## config.mk

```make
export PLATFORM = sky130hd
export DESIGN_NAME = audio_sample_player
export DESIGN_NICKNAME = d
export VERILOG_FILES = /design/src/rtl/audio_sample_player.sv
export SDC_FILE = /design/constraint.sdc
export NUM_CORES = 1
export LEC_CHECK = 0
export ABC_AREA = 0
export CAP_MARGIN = 20
export CELL_PAD_IN_SITES_DETAIL_PLACEMENT = 1
export CELL_PAD_IN_SITES_GLOBAL_PLACEMENT = 2
export CORE_ASPECT_RATIO = 1.25
export CORE_MARGIN = 1.5
export CORE_UTILIZATION = 32
export DETAILED_ROUTE_END_ITERATION = 8
export PLACE_DENSITY = 0.95
export RECOVER_POWER = 50
export SLEW_MARGIN = 20
export SYNTH_ARGS = -nofsm -noshare
export SYNTH_HDL_FRONTEND = slang
export SYNTH_SLANG_ARGS = --single-unit
```

## constraint.sdc

```tcl
create_clock -name clk_27MHz -period 6.3 [get_ports clk_27MHz]
set_input_delay 1.26 -clock clk_27MHz [delete_from_list [all_inputs] [get_ports clk_27MHz]]
set_output_delay 1.26 -clock clk_27MHz [all_outputs]
set_load 0.05 [all_outputs]
```

## src/rtl/audio_sample_player.sv

```systemverilog
// Streams unsigned 8-bit samples from a handshaked memory, one per 22 kHz tick, with optional looping.
// Define AUDIO_PWM_OUT_EN to add a 256-cycle PWM DAC on pwm_out; otherwise pwm_out is tied low.
module audio_sample_player #(
    parameter int ADDR_W = 16,
    parameter int DATA_W = 8
) (
    input  logic              clk_27MHz,
    input  logic              reset,
    input  logic              clk_22khz,
    input  logic              play,
    input  logic              stop,
    input  logic [ADDR_W-1:0] start_addr,
    input  logic [ADDR_W-1:0] end_addr,
    input  logic              loop_en,
    output logic              mem_req,
    output logic [ADDR_W-1:0] mem_addr,
    input  logic              mem_ack,
    input  logic [DATA_W-1:0] mem_data,
    output logic [DATA_W-1:0] sample_out,
    output logic              sample_valid,
    output logic              busy,
    output logic              done,
    output logic              underrun,
    output logic              pwm_out
);
    localparam logic [DATA_W-1:0] SILENCE = 8'h80;

    typedef enum logic [1:0] {S_IDLE, S_FETCH, S_READY, S_DRAIN} state_t;

    state_t            r_state;
    state_t            w_state_next;
    logic              r_tick_d;
    logic [ADDR_W-1:0] r_addr;
    logic [ADDR_W-1:0] r_start;
    logic [ADDR_W-1:0] r_end;
    logic [DATA_W-1:0] r_next_sample;
    logic [DATA_W-1:0] r_sample_out;
    logic              r_sample_valid;
    logic              r_done;
    logic              r_underrun;

    logic w_tick;
    logic w_at_end;
    logic w_accept;
    logic w_capture;
    logic w_emit;
    logic w_finish;
    logic w_underrun_set;

    assign w_tick   = clk_22khz & ~r_tick_d;
    assign w_at_end = (r_addr == r_end);

    // stop wins over every other event, including a play in the same cycle
    always_comb begin
        w_state_next   = r_state;
        w_accept       = 1'b0;
        w_capture      = 1'b0;
        w_emit         = 1'b0;
        w_finish       = 1'b0;
        w_underrun_set = 1'b0;
        if (stop) begin
            w_state_next = S_IDLE;
        end else begin
            case (r_state)
                S_IDLE: begin
                    if (play && (start_addr <= end_addr)) begin
                        w_accept     = 1'b1;
                        w_state_next = S_FETCH;
                    end
                end
                S_FETCH: begin
                    w_underrun_set = w_tick;
                    if (mem_ack) begin
                        w_capture    = 1'b1;
                        w_state_next = S_READY;
                    end
                end
                S_READY: begin
                    if (w_tick) begin
                        w_emit       = 1'b1;
                        w_state_next = (!w_at_end || loop_en) ? S_FETCH : S_DRAIN;
                    end
                end
                S_DRAIN: begin
                    if (w_tick) begin
                        w_finish     = 1'b1;
                        w_state_next = S_IDLE;
                    end
                end
                default: w_state_next = S_IDLE;
            endcase
        end
    end

    always_ff @(posedge clk_27MHz) begin
        if (reset) begin
            r_state <= S_IDLE;
        end else begin
            r_state <= w_state_next;
        end
    end

    always_ff @(posedge clk_27MHz) begin
        if (reset) begin
            r_tick_d       <= 1'b0;
            r_addr         <= '0;
            r_start        <= '0;
            r_end          <= '0;
            r_next_sample  <= SILENCE;
            r_sample_out   <= SILENCE;
            r_sample_valid <= 1'b0;
            r_done         <= 1'b0;
            r_underrun     <= 1'b0;
        end else begin
            r_tick_d       <= clk_22khz;
            r_sample_valid <= w_emit;
            r_done         <= w_finish;
            if (stop || w_finish) begin
                r_sample_out <= SILENCE;
            end else if (w_emit) begin
                r_sample_out <= r_next_sample;
            end
            if (w_accept) begin
                r_start    <= start_addr;
                r_end      <= end_addr;
                r_addr     <= start_addr;
                r_underrun <= 1'b0;
            end else if (w_underrun_set) begin
                r_underrun <= 1'b1;
            end
            if (w_capture) begin
                r_next_sample <= mem_data;
            end
            // the last address never increments, so a range ending at the top cannot wrap
            if (w_emit) begin
                if (!w_at_end) begin
                    r_addr <= r_addr + {{(ADDR_W-1){1'b0}}, 1'b1};
                end else if (loop_en) begin
                    r_addr <= r_start;
                end
            end
        end
    end

    assign mem_req      = (r_state == S_FETCH);
    assign mem_addr     = r_addr;
    assign sample_out   = r_sample_out;
    assign sample_valid = r_sample_valid;
    assign busy         = (r_state != S_IDLE);
    assign done         = r_done;
    assign underrun     = r_underrun;

`ifdef AUDIO_PWM_OUT_EN
    logic [7:0] r_pwm_cnt;
    logic       r_pwm_out;

    always_ff @(posedge clk_27MHz) begin
        if (reset) begin
            r_pwm_cnt <= 8'd0;
            r_pwm_out <= 1'b0;
        end else begin
            r_pwm_cnt <= r_pwm_cnt + 8'd1;
            r_pwm_out <= (r_pwm_cnt < r_sample_out);
        end
    end

    assign pwm_out = r_pwm_out;
`else
    assign pwm_out = 1'b0;
`endif

endmodule

```

Word level (Yosys, flattened, before mapping)
Index checks and enable logic that the tools add are counted.

word-level totals
  word-level logic and storage cells = 55
  bits of input ports = 47
  bits in latches = 0
  register bits after elaboration = 70
  output and inout port bits = 30
  memories kept = 0
  bits in writable memories = 0
  ROM bits = 0

cells by class
  $add $sub $neg = 1
  muxes and demuxes = 23
  shift operators = 0
  reduce and logical (&&, ||, !) cells = 10
  eq/ne operators = 8
  order comparisons = 1
  bitwise operators = 2
  multipliers = 0
  divide/modulo/power cells = 0

operators by type and width
  kind                     number
  $mux W16                 4
  $add A16 B1 Y16 const B  1
  $eq A16 B16 Y1           1
  $le A16 B16 Y1           1
  $mux W1                  13
  $mux W2                  5
  $pmux W2 S4              1
  $ne A2 B2 Y1 const B     3
  $reduce_or A2 Y1         3
  $eq A2 B2 Y1 const B     2
  $reduce_and A4 Y1        1
  $eq A2 B1 Y1 const B     1
  $logic_not A2 Y1         1
  $logic_or A1 B1 Y1       2
  $ne A2 B1 Y1 const B     1
  $reduce_bool A2 Y1       1
  $and A1 B1 Y1            1
  $logic_and A1 B1 Y1      1
  $logic_not A1 Y1         1
  $not A1 Y1               1

Depth between registers and ports, before layout
  depth after elaboration = 9
  mapped depth = 10
  gate-level depth less buffers = 8

Least setup slack after synthesis
OpenSTA, ideal clock, no wires.

  path type = input to register
  start = input port end_addr[10]
  end = register r_addr[6] (netlist: mem_addr[6])
  stages on the path = 10
  path slack = 3,260 ps
  arrival = 2,915 ps
  cells stage by stage = inv_1 -> ha_1 -> a41oi_1 -> o21ai_1 -> a221o_1 -> o21a_4 -> buf_8 -> buf_12 -> o21ai_1 -> a31oi_1

between the ends
  longest elaborated chain between the ends = 9

ends and longest elaborated chain
  item                     line  text
  from (decl)              13    input logic [ADDR_W-1:0] end_addr,
  $le A16 B16 Y1 (*)       66    if (play && (start_addr <= end_addr)) begin
  $logic_and A1 B1 Y1 (*)  66
  $mux W1 (*)              66
  $mux W1 (*)              64    case (r_state)
  $mux W1 (*)              61    if (stop) begin
  $mux W16 (*)             123   if (w_accept) begin
  $mux W16                 138   end else if (loop_en) begin
  $mux W16                 136   if (!w_at_end) begin
  $mux W16 (*)             135   if (w_emit) begin
  to (signal assigned)     126   r_addr <= start_addr;
  to (signal assigned)     137   r_addr <= r_addr + {{(ADDR_W-1){1'b0}}, 1'b1};
  to (signal assigned)     139   r_addr <= r_start;
  to (decl)                33    logic [ADDR_W-1:0] r_addr;

Every way passes the cells marked *; elsewhere a longest branch is shown, timed or not.
A chain may end at the register's enable or synchronous reset.

Final worst setup path
  start = input port end_addr[10]
  end = register r_addr[1] (netlist: mem_addr[1])

Same word-level chain as after synthesis.

==> results_tabular.tex <==
\begin{tabular}{lr}
\hline
Metric & Value \\
\hline
\multicolumn{2}{l}{\textbf{Power}} \\
\quad Portion of total power attributed to combinational logic & 18.3\% \\
\quad Peak supply drop & 0.000101 V \\
\quad Power share of the clock group & 43.9\% \\
\quad Seq pwr share & 37.8\% \\
\quad Power density over the cells & 252 nW/µm² \\
\quad Total Power Consumption & 1260 µW \\
\quad Switching power of the nets & 360 µW \\
\quad Lkg Pwr & 0.00185 µW \\
\quad Cell Int Power & 904 µW \\
\quad Net Sw Frac & 28.5\% \\
\multicolumn{2}{l}{\textbf{Final layout}} \\
\quad Final Cell Area & 5020 µm² \\
\quad Area Overhead vs Synth & 28.4\% \\
\quad Number of nets in the layout & 615 \\
\quad Antenna Cells & 0 \\
\quad Storage element area & 1400 µm² \\
\quad Layout filler cell count & 1,471 \\
\quad Fraction of layout cells with a size suffix above 1 & 5.40\% \\
\quad Footprint of the multi-input gates & 2230 µm² \\
\multicolumn{2}{l}{\textbf{Synth}} \\
\quad Gate Count Post-Synth & 492 \\
\quad Primary flip-flop cell chosen by synthesis mapping & dfxtp\_1 \\
\quad Flip-flop and latch count after synthesis & 70 \\
\quad Largest family of logic cells by synthesized area & compound AO/OA/AOI/OAI gates \\
\quad Top cell type by total area after synthesis & dfxtp\_1 \\
\quad Total standard cell area after synthesis & 3910 µm² \\
\quad Cell types occupying the most area after synthesis & dfxtp\_1, a21oi\_1, xnor2\_1, ha\_1, nand2\_1 \\
\quad Fraction of the mapped netlist area in simple logic gates & 19.0\% \\
\quad Warnings, synthesis & 0 \\
\quad Distinct cell type count after synthesis & 51 \\
\quad Post-Syn Nets & 556 \\
\quad Syn avg cell area & 7.95 µm² \\
\quad Share of the synthesized area in compound gates (AO/OA/AOI/OAI) & 23.8\% \\
\quad Xor/xnor share of the synthesized area & 6.72\% \\
\quad Adder-cell share of the synthesized area & 5.44\% \\
\quad Sequential fraction of the synthesis area & 35.8\% \\
\quad Area share of the largest cell type after synthesis & 35.8\% \\
\quad Count of flip-flops with a built-in enable after synthesis & 0 \\
\quad Async set or reset register ratio after synthesis & 0\% \\
\quad Mux contribution to synthesized area & 2.30\% \\
\multicolumn{2}{l}{\textbf{Hold path}} \\
\quad Hold wc startpoint & sample\_out[3] \\
\quad Worst Hold Path Cells & 2 \\
\quad Worst min-delay path category & flip-flop to flip-flop \\
\quad Endpoint of the worst hold path & sample\_out[3] \\
\multicolumn{2}{l}{\textbf{Clocking}} \\
\quad \# hold bufs at CTS & 0 \\
\quad Root buffer cell & clkbuf\_16 \\
\quad CTS tree & built \\
\quad Total clock sinks & 70 \\
\quad CTS resizes & 0 \\
\quad Bufs on Longest Clock Path & 2 \\
\quad Clock buffer count from CTS & 9 \\
\quad Number of post-CTS setup repair buffers & 0 \\
\quad Htree depth & 3 \\
\quad Clock transition at the registers of the reported paths & 0.05 ns \\
\quad Later-pin clock latency in the skew report & 0.34 ns \\
\multicolumn{2}{l}{\textbf{Worst setup path}} \\
\quad Slowest cell on the critical path & o21ai\_4 \\
\quad Crit path required time & 6.56 ns \\
\quad Type of element launching the critical path & input port \\
\quad Destination of the worst register-to-register timing path & mem\_addr[1] \\
\quad Path type of the worst setup path & input port to flip-flop \\
\quad Flop2flop setup slack & 3.01 ns \\
\quad Data arrival time of the critical path & 4.14 ns \\
\quad Crit. End Element & flip-flop \\
\quad Largest fanout on the critical path & 34 \\
\quad Number of cells traversed by the worst register-to-register path & 7 \\
\quad Startpoint of the worst setup timing path & end\_addr[10] \\
\quad Launch point of the worst reg-to-reg path & mem\_addr[6] \\
\quad Series of cell instances along the critical path & clkdlybuf4s50\_1 -> inv\_1 -> ha\_1 -> a41oi\_1 -> o21ai\_1 -> a221o\_1 -> o21ai\_4 -> a32oi\_1 -> a221oi\_2 \\
\quad Largest stage delay on the critical path & 0.76 ns \\
\multicolumn{2}{l}{\textbf{STA}} \\
\quad Setup repair after global routing missed its margin & false \\
\quad Max-slew violation count & 11 \\
\quad Setup TNS Final & 0 ns \\
\quad Post-route worst setup slack & 2.42 ns \\
\quad Final worst clock skew & 0.00604 ns \\
\quad Normalized max-slew margin & -11.5\% \\
\quad Transition time of the tightest slew-check pin & 1.66 ns \\
\quad Final-report hold violation count & 0 \\
\quad Final critical-path share of the clock period & 61.6\% \\
\quad Max Clock Freq & 258 MHz \\
\quad Min cycle time layout & 3.88 ns \\
\quad Final setup violation count & 0 \\
\multicolumn{2}{l}{\textbf{Run}} \\
\quad Max cap viols & 1 \\
\multicolumn{2}{l}{\textbf{Detailed routing}} \\
\quad Detailed-route vias per instance & 5.40 \\
\quad DRC Markers & 0 \\
\quad Initial detailed-routing violation count & 264 \\
\quad Total wirelength of the detailed-routed design & 12,800 µm \\
\quad Average wire length per cell after detail routing & 17.9 µm \\
\quad Vias & 3,872 \\
\quad First-pass DRT Iterations & 4 \\
\quad Antenna Nets Post-Route & 0 \\
\multicolumn{2}{l}{\textbf{Die}} \\
\quad Core area & 11,800 µm² \\
\quad Starting density of the core & 33.2\% \\
\quad Top-level port count & 77 \\
\quad Area of the die & 12,900 µm² \\
\quad Std cell rows & 44 \\
\quad Height of the die & 127 µm \\
\quad Die width & 102 µm \\
\multicolumn{2}{l}{\textbf{Place}} \\
\quad Input/output buffers & 75 \\
\quad Instance area after placement & 4710 µm² \\
\quad Pre-CTS WS & 2.09 ns \\
\quad Weighted congestion reported at the end of routability-driven placement & 0.818 \\
\quad Detailed placement HPWL & 9270 µm \\
\multicolumn{2}{l}{\textbf{Global route}} \\
\quad Pin count of the biggest net entering global routing & 49 \\
\quad Global-route usage over all layers & 20.6\% \\
\quad First-pass GRT wire length & 20,700 µm \\
\quad Via count of the first global-routing pass & 4,085 \\
\quad Gr ovfl total & 0 \\
\quad Antenna violations before repair & 0 \\
\multicolumn{2}{l}{\textbf{Outcome}} \\
\quad Result of the run & complete, but fails checks \\
\quad Failing checks & max-capacitance violations, max-slew violations \\
\hline
\end{tabular}
[registers in the layout, indices dropped and copies added, names as in the netlist]
| signal | flops |
|---|---|
| mem_addr | 16 |
| r_end | 16 |
| r_start | 16 |
| r_next_sample | 8 |
| sample_out | 8 |
| r_state | 2 |
| done | 1 |
| r_tick_d | 1 |
| sample_valid | 1 |
| underrun | 1 |
[placed cells by master, fill, tap and decap left out, types with 2 or more instances in the layout]
cell type	count
a21oi_1	56
a31oi_1	14
and3_1	5
buf_4	4
bufinv_16	2
clkbuf_16	9
clkdlybuf4s50_1	43
clkinv_2	2
clkinvlp_4	2
dfxtp_1	70
dlygate4sd3_1	32
ha_1	17
inv_1	22
mux2i_1	9
nand2_1	54
nand2b_1	2
nand3_1	40
nand4_1	6
nand4_2	2
nor2_1	19
nor2b_1	6
nor3_1	5
o21ai_0	38
o21ai_1	33
o221ai_1	5
or2_1	2
xnor2_1	25
xor2_1	5
[metal layers]
| metal | vias up | global-route usage (%) | share of wire, % |
|---|---|---|---|
| met3 | 17 | 3.31 | 4.4 |
| met2 | 101 | 35.7 | 51 |
| met4 | 0 | 7.49 | 1.9 |
| li1 | 1857 | - | - |
| met1 | 1897 | 25.4 | 43 |
| met5 | - | 0 | 0 |
[logic make-up after synthesis]
logic type      after synthesis
compound gates              161
xor+xnor                     30
fa+ha+maj                    17
buf+inv                      54
flops                        70
mux                           9
other cells                   1
simple gates                150
[layout make-up]
class / instances / share of cell area [%]
Clock buffer: 10 / 4.76
Sequential cell: 70 / 27.9
Multi-Input combinational cell: 368 / 44.4
Timing Repair Buffer: 79 / 15.5
Inverter: 23 / 1.72
Clock inverter: 6 / 1.69
Tap cell: 161 / 4.01
[power by group through the flow]
stage	sequential, µW	clock [µW]	combinational, µW
2_1_floorplan	500	0	146
3_3_place_gp	487	0	231
3_5_place_dp	488	0	237
4_1_cts	478	559	239
5_1_grt	480	580	251
6_report	478	554	232
[worst max-delay path by stage]
stage | to | slack, ns | depth (start not counted)
2_1_floorplan | mem_addr[6] | 3.26 | 10
3_3_place_gp | mem_addr[1] | 2.18 | 9
3_5_place_dp | mem_addr[1] | 2.09 | 9
4_1_cts | mem_addr[1] | 2.44 | 9
5_1_grt | mem_addr[1] | 2.22 | 9
6_report | mem_addr[1] | 2.42 | 9
[cells in the mapped netlist (2+ instances only)]
cell and count:
dfxtp_1 70, buf_4 3, nand2b_1 2, nor4_4 2, nor3_1 5, and2_1 2
or2_1 2, a31oi_1 14, clkbuf_2 2, mux2i_1 9, nor2b_1 6, nand2_1 54
xor2_1 5, nor2_1 20, buf_12 2, ha_1 17, o221ai_1 5, buf_2 6
nand3_1 40, a21oi_1 56, o21ai_1 33, o21ai_0 38, xnor2_1 25, nand4_1 6
clkbuf_1 16, inv_1 22, nand4_2 2, and3_1 5
[per-stage QoR]
step           cells  utilization [%]  hold slack (ns)
6_report         717             42.6            0.452
5_1_grt          717             42.6            0.472
4_1_cts          717             42.8            0.458
3_5_place_dp     701             40.0            0.450
3_3_place_gp     701             40.0            0.439
2_1_floorplan    492                -            0.432
[worst max-delay path, delay by kind of cell]
family	cells	cell delay [ns]
AOI/OAI and AO/OA	6	2.01
adders and majority gates	1	0.31
buffers and inverters	2	0.54
Power figures use the tool's default switching activity.
